File: src/rtl/mips_bus_pkg.sv
// mips_bus_pkg: shared state type and constants for the MIPS data-port bus bridge.
package mips_bus_pkg;

   typedef enum logic [1:0] {
      IDLE,
      ACCESS,
      DONE
   } bridge_state_t;

   localparam logic [31:0] ERR_DATA_DEFAULT = 32'hDEAD_BEEF;
   localparam logic [3:0]  BYTEEN_ALL       = 4'hF;

endpackage

File: src/rtl/mips_data_bridge.sv
// mips_data_bridge: registers CPU loads/stores onto a waitrequest bus, stalls the CPU until done,
// and converts a hung slave into a sticky bus_error after a bounded number of wait cycles.
module mips_data_bridge
   import mips_bus_pkg::*;
#(
   parameter int unsigned TIMEOUT_CYCLES = 255,
   parameter logic [31:0] ERR_DATA       = ERR_DATA_DEFAULT
) (
   input  logic        clk,
   input  logic        reset,
   input  logic [31:0] cpu_address,
   input  logic        cpu_read,
   input  logic        cpu_write,
   input  logic [31:0] cpu_writedata,
   output logic [31:0] cpu_readdata,
   output logic        cpu_stall,
   output logic [31:0] avm_address,
   output logic        avm_read,
   output logic        avm_write,
   output logic [31:0] avm_writedata,
   output logic [3:0]  avm_byteenable,
   input  logic [31:0] avm_readdata,
   input  logic        avm_waitrequest,
   output logic        bus_error
);

   localparam int             CW       = $clog2(TIMEOUT_CYCLES);
   localparam logic [CW-1:0]  CNT_LAST = CW'(TIMEOUT_CYCLES - 1);

   bridge_state_t r_state;
   bridge_state_t w_next;
   logic [31:0]   r_addr;
   logic [31:0]   r_wdata;
   logic [31:0]   r_rdata;
   logic          r_is_write;
   logic          r_err;
   logic [CW-1:0] r_cnt;
   logic          w_req;
   logic          w_complete;
   logic          w_timeout;
   logic          w_unused;

   assign w_req      = cpu_read | cpu_write;
   assign w_complete = (r_state == ACCESS) && !avm_waitrequest;
   assign w_timeout  = (r_state == ACCESS) && avm_waitrequest && (r_cnt == CNT_LAST);
   // Byte lanes are always all-on, so the low address bits carry no information.
   assign w_unused   = ^cpu_address[1:0];

   always_ff @(posedge clk or negedge reset) begin
      if (!reset) r_state <= IDLE;
      else        r_state <= w_next;
   end

   always_comb begin
      w_next    = IDLE;
      cpu_stall = 1'b0;
      avm_read  = 1'b0;
      avm_write = 1'b0;
      unique case (r_state)
         IDLE: begin
            w_next    = w_req ? ACCESS : IDLE;
            cpu_stall = w_req;
         end
         ACCESS: begin
            w_next    = (w_complete || w_timeout) ? DONE : ACCESS;
            cpu_stall = 1'b1;
            avm_read  = !r_is_write;
            avm_write = r_is_write;
         end
         default: w_next = IDLE;
      endcase
   end

   // Write wins when both requests are present; the request is ignored outside IDLE.
   always_ff @(posedge clk or negedge reset) begin
      if (!reset) begin
         r_addr     <= '0;
         r_wdata    <= '0;
         r_rdata    <= '0;
         r_is_write <= 1'b0;
         r_err      <= 1'b0;
         r_cnt      <= '0;
      end else begin
         if (r_state == IDLE && w_req) begin
            r_addr     <= {cpu_address[31:2], 2'b00};
            r_wdata    <= cpu_writedata;
            r_is_write <= cpu_write;
            r_cnt      <= '0;
         end
         if (r_state == ACCESS && avm_waitrequest && r_cnt != CNT_LAST)
            r_cnt <= r_cnt + CW'(1);
         if (w_complete && !r_is_write)
            r_rdata <= avm_readdata;
         if (w_timeout) begin
            r_err <= 1'b1;
            if (!r_is_write) r_rdata <= ERR_DATA;
         end
      end
   end

   assign cpu_readdata   = r_rdata;
   assign avm_address    = r_addr;
   assign avm_writedata  = r_wdata;
   assign avm_byteenable = BYTEEN_ALL;
   assign bus_error      = r_err;

endmodule

File: config.mk
export PLATFORM = sky130hd
export DESIGN_NAME = mips_data_bridge
export DESIGN_NICKNAME = d
export VERILOG_FILES = /design/src/rtl/mips_bus_pkg.sv /design/src/rtl/mips_data_bridge.sv
export SDC_FILE = /design/constraint.sdc
export NUM_CORES = 1
export LEC_CHECK = 0
export ABC_CLOCK_PERIOD_IN_PS = 1800
export CORE_MARGIN = 5
export CORE_UTILIZATION = 40
export DETAILED_ROUTE_END_ITERATION = 12
export PLACE_DENSITY = 0.83
export REMOVE_ABC_BUFFERS = 1
export SLEW_MARGIN = 5
export SYNTH_ARGS = -nofsm -noshare
export SYNTH_HDL_FRONTEND = slang
export SYNTH_SLANG_ARGS = --single-unit
export TNS_END_PERCENT = 20
File: constraint.sdc
create_clock -name clk -period 1.8 [get_ports clk]
set_input_delay 0.27 -clock clk [delete_from_list [all_inputs] [get_ports clk]]
set_output_delay 0.27 -clock clk [all_outputs]
set_load 0.02 [all_outputs]
### Word-level counts from Yosys, hierarchy flattened

Cells that the tools add are included.

* flip-flop bits (word level): 106
* latch bits: 0
* RAM bits: 0
* memory bits (read-only): 0
* input port bits: 101
* output and inout port bits: 104
* logic and storage cells: 34
* memories: 0

* add/sub/neg operators: 1
* multiply operators: 0
* divide/modulo/power cells: 0
* magnitude comparators: 0
* equality and inequality tests: 3
* shift operators: 0
* muxes and demuxes: 11
* bitwise gates (word level): 1
* reduce and logical (&&, ||, !) cells: 11

Operators with widths (number)
* $mux 32: 3
* $mux 8: 2
* $add 8x1->8 const B: 1
* $eq 8x8->1 const B: 1
* $ne 8x8->1 const B: 1
* $logic_and 1x1->1: 6
* $pmux 2 s2: 1
* $mux 1: 3
* $eq 2x1->1 const B: 1
* $logic_not 1->1: 2
* $logic_not 2->1: 1
* $mux 2: 1
* $pmux 1 s2: 1
* $reduce_bool 2->1: 1
* $logic_or 1x1->1: 1
* $or 1x1->1: 1

### Logic depth before layout (Yosys ltp)

Gate-level depths: netlist (run 1).

* depth after elaboration: 6
* mapped depth: 6
* depth with buffers taken out: 6

### Worst setup path after synthesis (run 1)

Ideal clock, no wire load.

* path kind: reg2reg
* from: register r_state[1]
* to: register (tool-made name)
* setup time: 0.065 ns
* arrival time: 1.510 ns
* data required time: 1.735 ns
* setup slack: 0.225 ns
* cell stages (with the launch flop): 6
* path buffers: 1
* period minus slack after synthesis: 1.575 ns
* path through: dfrtp_1 -> nand2b_1 -> nor2_1 -> a21boi_4 -> buf_6 -> o22a_1

RTL lines
* from (decl): RTL line mips_data_bridge.sv:30 `bridge_state_t r_state;`
* from (signal assigned): RTL line mips_data_bridge.sv:51 `else r_state <= w_next;`

==> results of run 1 <==
timing repair:
action / 4_1_cts / 5_1_grt
hold buffers: 1 / 0
endpoints found under the setup margin: 25 / 35
pin swaps: 3 / 14
gates resized for setup: 7 / 10
hold endpoints to repair: 34 / 0
gates cloned: 0 / 0
routing by layer:
metal	part of all wire	wire, µm
met1	0.40	4660
met5	0	0
met4	0.023	269
met2	0.49	5660
met3	0.092	1080
final timing paths:
kind / from / end / slack, ns / cells past startpoint
max in group asynchronous: reset / r_cnt[3] / 0.75 / 3
min in group asynchronous: reset / asynchronous set/reset pin / 0.45 / 2
max: r_cnt[5] / register / 0.07 / 4
max reg2reg: r_cnt[5] / register / 0.07 / 4
min: cpu_writedata[25] / avm_writedata[25] / 0.42 / 3
min reg2reg: avm_writedata[11] / avm_writedata[11] / 0.48 / 2
where the power goes:
part / leakage (µW) / switching (µW) / total [µW] / internal, µW
clock: 0.000113 / 835 / 1580 / 746
sequential: 0.00128 / 656 / 4130 / 3470
combinational: 0.00166 / 3220 / 6030 / 2810
total: 0.00306 / 4710 / 11700 / 7030
critical path, cell delays in order (launching register included):
cell and delay (ns):
dfrtp_1 0.42, and4_4 0.27, nand4_4 0.15, a21boi_4 0.56, o22a_1 0.25
stage by stage:
stage          setup WS (ns)  std cells
6_report              0.0661        746
5_1_grt              -0.0443        746
4_1_cts               0.0153        746
3_5_place_dp         -0.0788        729
3_3_place_gp         -0.0603        729
2_1_floorplan          -1.46        386
kinds of logic (layout without fill, tap and decap cells):
| kind of cell | count (synthesis) | count (layout) | synth area share |
|---|---|---|---|
| buf+inv | 29 | 227 | 0.0386 |
| other cells | 2 | 6 | 0.00180 |
| fa+ha+maj | 2 | 2 | 0.00599 |
| mux | 1 | 1 | 0.00239 |
| compound gates | 50 | 50 | 0.101 |
| flops | 106 | 106 | 0.635 |
| simple gates | 218 | 218 | 0.216 |
cell usage in the layout, fill, tap and decap left out, types with 2 or more instances in the layout:
| master | Yosys | final |
|---|---|---|
| dfrtp_2 | 0 | 3 |
| a21oi_1 | 3 | 3 |
| o22a_1 | 24 | 24 |
| nand3_1 | 8 | 8 |
| a211o_1 | 2 | 2 |
| buf_4 | 6 | 8 |
| clkdlybuf4s50_1 | 0 | 192 |
| conb_1 | 2 | 6 |
| and3_1 | 2 | 2 |
| nand2_1 | 192 | 192 |
| or3_1 | 3 | 3 |
| nor3_1 | 3 | 2 |
| inv_6 | 0 | 3 |
| o21ai_0 | 4 | 4 |
| clkbuf_8 | 0 | 11 |
| dfrtp_1 | 106 | 103 |
| buf_12 | 0 | 4 |
| inv_1 | 3 | 3 |
| nor2_2 | 1 | 2 |
| a22o_1 | 8 | 8 |
cell type report:
| class | instances | area (µm²) |
|---|---|---|
| fillers | 827 | 3700 |
| repair buffers | 208 | 2100 |
| multi-input cells | 277 | 1420 |
| well taps | 136 | 170 |
| inverters | 3 | 11.3 |
| flip-flops and latches | 106 | 2660 |
| clock inverters | 5 | 67.6 |
| clock buffers | 11 | 151 |
==> out/summary.md, run 1 <==
• x dimension of the die: 112 µm
• Relative slew margins: 0.538
• share of the synthesized area in the top cell type: 0.635
• post-detailed-route wirelength per cell: 15.6 µm
• sum of internal, switching and leakage power: 11700 µW
• number of I/O port buffers: 196
• initial antenna violation count: 0
• Slew Limit Fails: 0
• area of the core: 0.0103 mm²
• GRT met3 Usage: 0.0652
• TritonCTS Buffers: 9
• first-pass GRT wire length: 18900 µm
• most crowded layer after global routing: met2
• total die area: 0.0126 mm²
• y dimension of the die: 112 µm
• fin util: 0.640
• num rows: 37
• Max-Cap Viols: 0
• final hold slack: 0.423 ns
• Ports: 205
• DRC: 0
• Post-Synthesis Cells: 408
• dpl cell area: 0.00632 mm²
• crit path kind: reg -> reg
• clock period minus final worst setup slack: 1.73 ns
• overflow left after global routing: 0
• distinct cell type count after synthesis: 36
• final worst clock skew: 0.0136 ns
• via density per instance: 4.79
• number of setup violations in the final report: 0
• HPWL after detailed placement: 8650 µm
• summed instance area of the synthesized netlist: 0.00418 mm²
• Mean Syn Cell Area: 10.2 µm²
• layout cell share with drive strength beyond 1: 0.0770
• sequential share of the synthesized area: 0.635
• number of register bits inferred by synthesis: 106
• total global-route track usage: 0.184
• fraction of registers with async set or reset after synthesis: 1.00
• Max FO, Critical Path: 24
• run status: completed
• number of buffers inserted to repair setup after CTS: 0
• count of flip-flops with a built-in enable after synthesis: 0
• maximum number of pins on one net before global-route repair: 67
• min-delay worst type: in -> reg
• unrepaired setup endpoints after global routing: true
• Commonest cells post-synth: 192 x nand2_1, 106 x dfrtp_1, 24 x o22a_1
• post-synth top area cell: dfrtp_1
• Setup crit end kind: register
• final net count: 708
• transition time at the pin with the least slew margin: 0.693 ns
• Yosys warning count: 0
• clock-pin slew reported for the worst setup and hold paths after clock tree synthesis: 0.11 ns
• Cell Pwr Density: 1780 mW/mm²
• Max rail drop VDD: 0.000879 V
• most common cell in the netlist: nand2_1
• H-Tree Depth: 3
• final estimated routing congestion in global placement: 0.766
• Routed Wire Length: 11700 µm
• final instance area: 0.00658 mm²
• 1st-iter DRT viols: 173
• cell types with the largest area share after synthesis: dfrtp_1 63%, nand2_1 17%, o22a_1 5.0%
• Leak Pwr: 0.00306 µW
• buffer levels on the longest clock path: 2
• arrival time worst endpoint: 2.03 ns
• number of sinks handled by clock tree synthesis: 106
• effective utilization at floorplan: 0.407
• routed via count: 3571
• post-route clock period utilization: 0.963
• final hold viol count: 0
• # diodes: 0
• number of global-route vias before repair: 3819
• met1 global-route usage: 0.216
• clock tree from TritonCTS: done
• layout overhead on the synthesized area: 57.3%
• clock latency on the worst-skew pair: 0.36 ns
• Antenna Violating Nets Remaining: 0
• CTS root buf: clkbuf_8
• kind of start point of the critical path: register
• number of iterations in the first detailed-routing pass: 4
• Setup TNS Final: 0 ns
• data required time of the worst path: 2.09 ns
• grt met2 use: 0.308
• primary flip-flop cell chosen by synthesis mapping: dfrtp_1
• Peak Freq: 577 MHz
No activity file was read; power rests on OpenSTA's default activity.
==> run 2: changes to the inputs <==
--- a/config.mk
+++ b/config.mk
@@ -6,6 +6,7 @@
 export NUM_CORES = 1
 export LEC_CHECK = 0
 export ABC_CLOCK_PERIOD_IN_PS = 1800
+export CAP_MARGIN = 40
 export CORE_MARGIN = 5
 export CORE_UTILIZATION = 40
 export DETAILED_ROUTE_END_ITERATION = 12
==> results of run 2 <==
Same layout as run 1: the final DEF is identical, and so are final timing and power.
